===== src/rtl/fp_mul_pkg.sv =====
// Shared types and constants for the FP32 multiplier with status output.
// Classification treats denormals as zero.
package fp_mul_pkg;

  typedef enum logic [2:0] {
    IEEE_near = 3'd0,
    IEEE_zero = 3'd1,
    IEEE_pinf = 3'd2,
    IEEE_ninf = 3'd3,
    near_up   = 3'd4,
    away_zero = 3'd5
  } round_t;

  localparam int ZERO    = 0;
  localparam int INF     = 1;
  localparam int NAN     = 2;
  localparam int TINY    = 3;
  localparam int HUGE    = 4;
  localparam int INEXACT = 5;

  localparam logic [31:0] QNAN       = 32'h7FC0_0000;
  localparam logic [31:0] MAX_NORMAL = 32'h7F7F_FFFF;
  localparam logic [31:0] MIN_NORMAL = 32'h0080_0000;
  localparam int          BIAS       = 127;

  typedef struct packed {
    logic zero;
    logic inf;
    logic nan;
  } fp_class_t;

  typedef struct packed {
    logic [31:0] a;
    logic [31:0] b;
    round_t      rnd;
  } op_t;

  typedef struct packed {
    logic               sign;
    logic signed [9:0]  exp;
    logic [47:0]        prod;
    fp_class_t          ca;
    fp_class_t          cb;
    round_t             rnd;
  } stage1_t;

  function automatic fp_class_t classify(input logic [31:0] x);
    fp_class_t c;
    c.zero = (x[30:23] == 8'h00);
    c.inf  = (x[30:23] == 8'hFF) && (x[22:0] == 23'd0);
    c.nan  = (x[30:23] == 8'hFF) && (x[22:0] != 23'd0);
    return c;
  endfunction

endpackage


===== src/rtl/fp_round.sv =====
// Rounds a normalized 23-bit mantissa given guard/sticky, sign and mode.
// Reports the carry out of the mantissa and whether bits were discarded.
module fp_round
  import fp_mul_pkg::*;
(
  input  logic        clk_unused_n,
  input  logic [22:0] mant,
  input  logic        guard,
  input  logic        sticky,
  input  logic        sign,
  input  round_t      rnd,
  output logic [22:0] mant_out,
  output logic        carry,
  output logic        inexact
);

  logic inc;

  // NOTE: combinational logic uses blocking assignments, and every output gets a default first so no latch is inferred.
  always_comb begin
    inexact = guard | sticky;
    inc     = 1'b0;
    case (rnd)
      IEEE_near: inc = guard & (sticky | mant[0]);
      IEEE_zero: inc = 1'b0;
      IEEE_pinf: inc = inexact & ~sign;
      IEEE_ninf: inc = inexact & sign;
      near_up:   inc = guard;
      away_zero: inc = inexact;
      default:   inc = 1'b0;
    endcase
    {carry, mant_out} = {1'b0, mant} + 24'(inc);
  end

  logic unused;
  assign unused = clk_unused_n;

endmodule


===== src/rtl/fp_mul_status_pipe.sv =====
// Pipelined FP32 multiplier: input capture, exponent/product stage, then
// normalize/round/special-case stage registering z and status together.
module fp_mul_status_pipe
  import fp_mul_pkg::*;
(
  input  logic        clk,
  input  logic        rst,
  input  logic        in_valid,
  input  logic [31:0] a,
  input  logic [31:0] b,
  input  round_t      rnd,
  output logic        out_valid,
  output logic [31:0] z,
  output logic [7:0]  status
);

  op_t     op_q;
  logic    op_valid;
  stage1_t s1_d, s1_q;
  logic    s1_valid;

  always_ff @(posedge clk) begin
    if (rst) begin
      op_valid <= 1'b0;
      s1_valid <= 1'b0;
    end else begin
      op_valid <= in_valid;
      s1_valid <= op_valid;
    end
  end

  // NOTE: datapath registers carry no reset; the valid bits alone qualify them.
  always_ff @(posedge clk) begin
    if (in_valid && !rst) op_q <= '{a: a, b: b, rnd: rnd};
    if (op_valid && !rst) s1_q <= s1_d;
  end

  always_comb begin
    s1_d.sign = op_q.a[31] ^ op_q.b[31];
    s1_d.exp  = {2'b00, op_q.a[30:23]} + {2'b00, op_q.b[30:23]} - 10'(BIAS);
    s1_d.prod = 48'({1'b1, op_q.a[22:0]}) * 48'({1'b1, op_q.b[22:0]});
    s1_d.ca   = classify(op_q.a);
    s1_d.cb   = classify(op_q.b);
    s1_d.rnd  = op_q.rnd;
  end

  logic [22:0]       mant_n, mant_r;
  logic              guard, sticky, carry, inexact;
  logic signed [9:0] exp_n, exp_r;

  always_comb begin
    if (s1_q.prod[47]) begin
      mant_n = s1_q.prod[46:24];
      guard  = s1_q.prod[23];
      sticky = |s1_q.prod[22:0];
    end else begin
      mant_n = s1_q.prod[45:23];
      guard  = s1_q.prod[22];
      sticky = |s1_q.prod[21:0];
    end
    exp_n = s1_q.exp + $signed({9'd0, s1_q.prod[47]});
  end

  fp_round u_round (
    .clk_unused_n (clk),
    .mant         (mant_n),
    .guard        (guard),
    .sticky       (sticky),
    .sign         (s1_q.sign),
    .rnd          (s1_q.rnd),
    .mant_out     (mant_r),
    .carry        (carry),
    .inexact      (inexact)
  );

  logic [31:0] z_d;
  logic [7:0]  status_d;
  logic        toward_sign;
  logic        any_nan, any_inf, any_zero;

  always_comb begin
    z_d         = '0;
    status_d    = '0;
    exp_r       = exp_n + $signed({9'd0, carry});
    toward_sign = (s1_q.rnd == IEEE_pinf && !s1_q.sign) ||
                  (s1_q.rnd == IEEE_ninf &&  s1_q.sign);
    any_nan     = s1_q.ca.nan | s1_q.cb.nan |
                  (s1_q.ca.zero & s1_q.cb.inf) | (s1_q.ca.inf & s1_q.cb.zero);
    any_inf     = s1_q.ca.inf | s1_q.cb.inf;
    any_zero    = s1_q.ca.zero | s1_q.cb.zero;

    if (any_nan) begin
      z_d           = QNAN;
      status_d[NAN] = 1'b1;
    end else if (any_inf) begin
      z_d           = {s1_q.sign, 8'hFF, 23'd0};
      status_d[INF] = 1'b1;
    end else if (any_zero) begin
      z_d            = {s1_q.sign, 31'd0};
      status_d[ZERO] = 1'b1;
    end else if (exp_r >= 10'sd255) begin
      status_d[HUGE]    = 1'b1;
      status_d[INEXACT] = 1'b1;
      if (s1_q.rnd inside {IEEE_near, near_up, away_zero} || toward_sign) begin
        z_d           = {s1_q.sign, 8'hFF, 23'd0};
        status_d[INF] = 1'b1;
      end else begin
        z_d = {s1_q.sign, MAX_NORMAL[30:0]};
      end
    end else if (exp_r <= 10'sd0) begin
      // Results below minNormal are never emitted as denormals.
      status_d[TINY]    = 1'b1;
      status_d[INEXACT] = 1'b1;
      if (s1_q.rnd == away_zero || toward_sign) begin
        z_d = {s1_q.sign, MIN_NORMAL[30:0]};
      end else begin
        z_d            = {s1_q.sign, 31'd0};
        status_d[ZERO] = 1'b1;
      end
    end else begin
      z_d               = {s1_q.sign, exp_r[7:0], mant_r};
      status_d[INEXACT] = inexact;
    end
  end

  always_ff @(posedge clk) begin
    if (rst) begin
      out_valid <= 1'b0;
      z         <= '0;
      status    <= '0;
    end else begin
      out_valid <= s1_valid;
      if (s1_valid) begin
        z      <= z_d;
        status <= status_d;
      end
    end
  end

endmodule

===== config.mk =====
export PLATFORM = sky130hd
export DESIGN_NAME = fp_mul_status_pipe
export DESIGN_NICKNAME = d
export VERILOG_FILES = /design/src/rtl/fp_mul_pkg.sv /design/src/rtl/fp_round.sv /design/src/rtl/fp_mul_status_pipe.sv
export SDC_FILE = /design/constraint.sdc
export NUM_CORES = 2
export LEC_CHECK = 0
export CAP_MARGIN = 30
export CORE_AREA = 2 2 206 208
export DETAILED_ROUTE_END_ITERATION = 8
export DIE_AREA = 0 0 208 210
export GPL_TIMING_DRIVEN = 0
export PLACE_DENSITY = 0.95
export SKIP_CTS_REPAIR_TIMING = 1
export SLEW_MARGIN = 15
export SYNTH_ARGS = -nofsm -noshare
export SYNTH_HDL_FRONTEND = slang
export SYNTH_SLANG_ARGS = --single-unit
export TNS_END_PERCENT = 30

===== constraint.sdc =====
create_clock -name clk -period 15.65 [get_ports clk]
set_input_delay 1.565 -clock clk [delete_from_list [all_inputs] [get_ports clk]]
set_output_delay 1.565 -clock clk [all_outputs]
set_load 0.005 [all_outputs]

==> results.yml <==
timing:
  whs_ns: 0.426
  min_period_over_period_pct: 54.7
  setup_viol: 0
  tns_ns: 0
  finalCriticalPeriod_ns: 8.56
  hold_viol: 0
  finalClockSkew_ns: 0.0198
  slew_headroom_pct: 32.2
  layout_setup_ws_ns: 7.09
  rsz0062_at_grt: "false"
  report.final.slew_viol_count: 0
  worst_slew_pin_slew_ns: 1.02
  max_clock_freq_mhz: 117
worst_setup_path:
  critPathMaxFanout: 10
  path_class: "reg -> reg"
  r2r_slack_ns: 7.09
  cp.arrival_ns: 8.80
  critPathLaunchType: "flip-flop"
  reg2reg_to: "s1_q[55]"
  required_ns: 15.89
  cp-end-kind: "flip-flop"
  reg2regPathDepth: 24
  rr_startpoint: "op_q[36]"
synthesis:
  ys_ff_latch: 176
  yosys.area.top_type_share_pct: 36.4
  synth_edf_count: 135
  yosysSeqAreaShare_pct: 18.3
  synth_area_um2: 26600
  synth_top_cell_by_area: "fa_1"
  yosysWarnings: 0
  yosys_most_used_dff: "edfxtp_1"
  avgSynthCellArea_um2: 9.56
  synth_cells: 2784
  synth_area_leaders: "fa_1, edfxtp_1, ha_1, inv_1, and2_1"
  async_flop_share_pct: 0
  ys_types: 71
global_route:
  grt_pass1_vias: 22170
  grt_use_total_pct: 40.9
  grt_pass1_wl_um: 130000
  grt_overflow_total: 0
  grt_max_degree: 35
  grt_antenna_before_repair: 4
hold_path:
  whs_path_depth: 0
  hp-start: "op_q[1]"
  holdPathEnd: "s1_q[1]"
  holdCritPathClass: "reg -> reg"
route:
  vias: 21009
  remaining_drc_errors: 0
  drt_iter0_markers: 1991
  vias_per_cell: 6.06
  wl_per_cell_um: 24.8
  ant_nets: 0
  totalWireLength_um: 85900
  drt-pass1-iter-count: 8
run:
  max_cap_viol_count: 0
placement:
  dpl_worst_slack_ns: 7.45
  dp_hpwl_um: 68800
  port-buffer-count: 107
  numPlacedInstances: 3435
  place.gp.congestion: 1.07
cts:
  clockBufferDepth: 2
  h-tree-depth: 4
  cts-root-buf: "clkbuf_16"
  cts_tree: "built"
  cts-buffers-inserted: 17
  cts.sinks: 176
  clkSlewWorstSetupHoldPaths_ns: 0.09
  clock_latency_ns: 0.51
floorplanning:
  core_um2: 41500
  rows: 75
  design.die.area_um2: 43700
  initial_core_util_pct: 64.2
  num_io_pins: 111
  die_y_um: 210
  fp.dieW_um: 208
finish:
  drive_gt1_share_pct: 2.60
  area_growth_pct: 9.17
  stdcell_count: 3468
  fin_nets: 3660
status:
  status: "complete, no violations"
cell usage after synthesis, types with 4 or more instances:
cell / n
inv_1: 591
fa_1: 484
nand2_1: 292
and2_1: 266
ha_1: 191
edfxtp_1: 135
clkbuf_1: 116
a21oi_1: 94
nor2_1: 92
xnor2_1: 59
o21ai_0: 51
dfxtp_1: 41
nand3_1: 31
xor2_1: 30
nor2b_1: 26
a21o_1: 21
nor4_1: 21
nand2b_1: 20
nand4_1: 20
a211oi_1: 18
nor3_1: 17
and3_1: 16
buf_2: 11
o21ai_1: 11
o21bai_1: 11
a31oi_1: 10
mux2i_1: 10
o21a_1: 7
or4_1: 7
mux2_2: 6
nor3b_1: 6
o211ai_1: 6
and4_1: 5
buf_4: 4
or3_1: 4
registers in the layout, summed over array words and instances, names as in the netlist:
name and cells:
s1_q 68, op_q 67, z 32, status 6
op_valid 1, out_valid 1, s1_valid 1
through the flow:
stage	util [%]	area [um2]
2_1_floorplan	-	26600
3_3_place_gp	68.4	28400
3_5_place_dp	68.7	28500
4_1_cts	70.1	29100
5_1_grt	70.1	29100
6_report	70.1	29100
cells in the final DEF, fill, tap and decap left out, types with 7 or more instances in the layout:
cell type	instances
o21ai_0	51
a21o_1	21
nand2b_1	20
a211oi_1	18
nor2_1	92
a21oi_1	94
fa_1	484
clkbuf_16	17
or4_1	7
and3_1	16
clkbuf_1	116
nor3_1	17
nand3_1	31
clkdlybuf4s50_1	107
xnor2_1	59
nor4_1	21
xor2_1	30
nand2_1	292
o21ai_1	11
dfxtp_1	41
nor2b_1	24
o21bai_1	11
buf_2	11
mux2i_1	10
nand4_1	20
edfxtp_1	135
ha_1	191
o21a_1	7
and2_1	266
a31oi_1	10
inv_1	591
worst max path at each step:
stage	endpoint	slack [ns]	depth (start not counted)	from
finish	s1_q[55]	7.09	24	op_q[36]
global route	s1_q[49]	6.97	24	op_q[36]
CTS	s1_q[49]	7.43	24	op_q[6]
detailed placement	s1_q[49]	7.45	24	op_q[6]
global placement	s1_q[52]	7.51	23	op_q[6]
floorplan	s1_q[56]	9.03	23	op_q[56]
kinds of logic after synthesis:
group | share of synthesized area, %
compound gates | 6.44
flops | 18.3
simple gates | 16.0
buf+inv | 10.3
fa+ha+maj | 45.4
xor+xnor | 2.93
other cells | 0.0141
mux | 0.630
critical path, cell delays in order (launching register included):
cell and delay [ns]:
edfxtp_1 0.33, clkbuf_1 0.69, clkbuf_1 0.82, nand2_1 0.16, fa_1 0.59, inv_1 0.07, ha_1 0.19, fa_1 0.48
inv_1 0.06, fa_1 0.68, inv_1 0.12, fa_1 0.46, fa_1 0.49, inv_1 0.05, fa_1 0.63, inv_1 0.08
ha_1 0.33, a21oi_1 0.10, o21ai_0 0.44, o21ai_0 0.27, a21oi_1 0.36, o2111ai_2 0.25, a31oi_1 0.32, a31oi_1 0.15
xnor2_1 0.15
layer usage:
metal  wire [um]  vias to the layer above  global-route usage [%]  part of all wire, %
met5          13                        -                       0                0.015
met4        6530                        2                    26.0                  7.6
met3       10300                      361                    13.5                   12
met2       38900                     1400                    65.1                   45
met1       30100                    10410                    48.1                   35
li1            -                     8836                       -                    -
cell type report:
class	count	area (um2)
tap	539	674
inverter	594	2230
clock buffer	17	425
antenna	1	2.50
clock inverter	15	163
multi-input combinational	1883	19000
sequential	176	4870
timing repair buffer	111	1160
fill	3135	12400
buffer	132	524
Power is left out: the tool's default activity adds up to more than one toggle a clock period on the data nets, which glitch-free logic cannot reach.
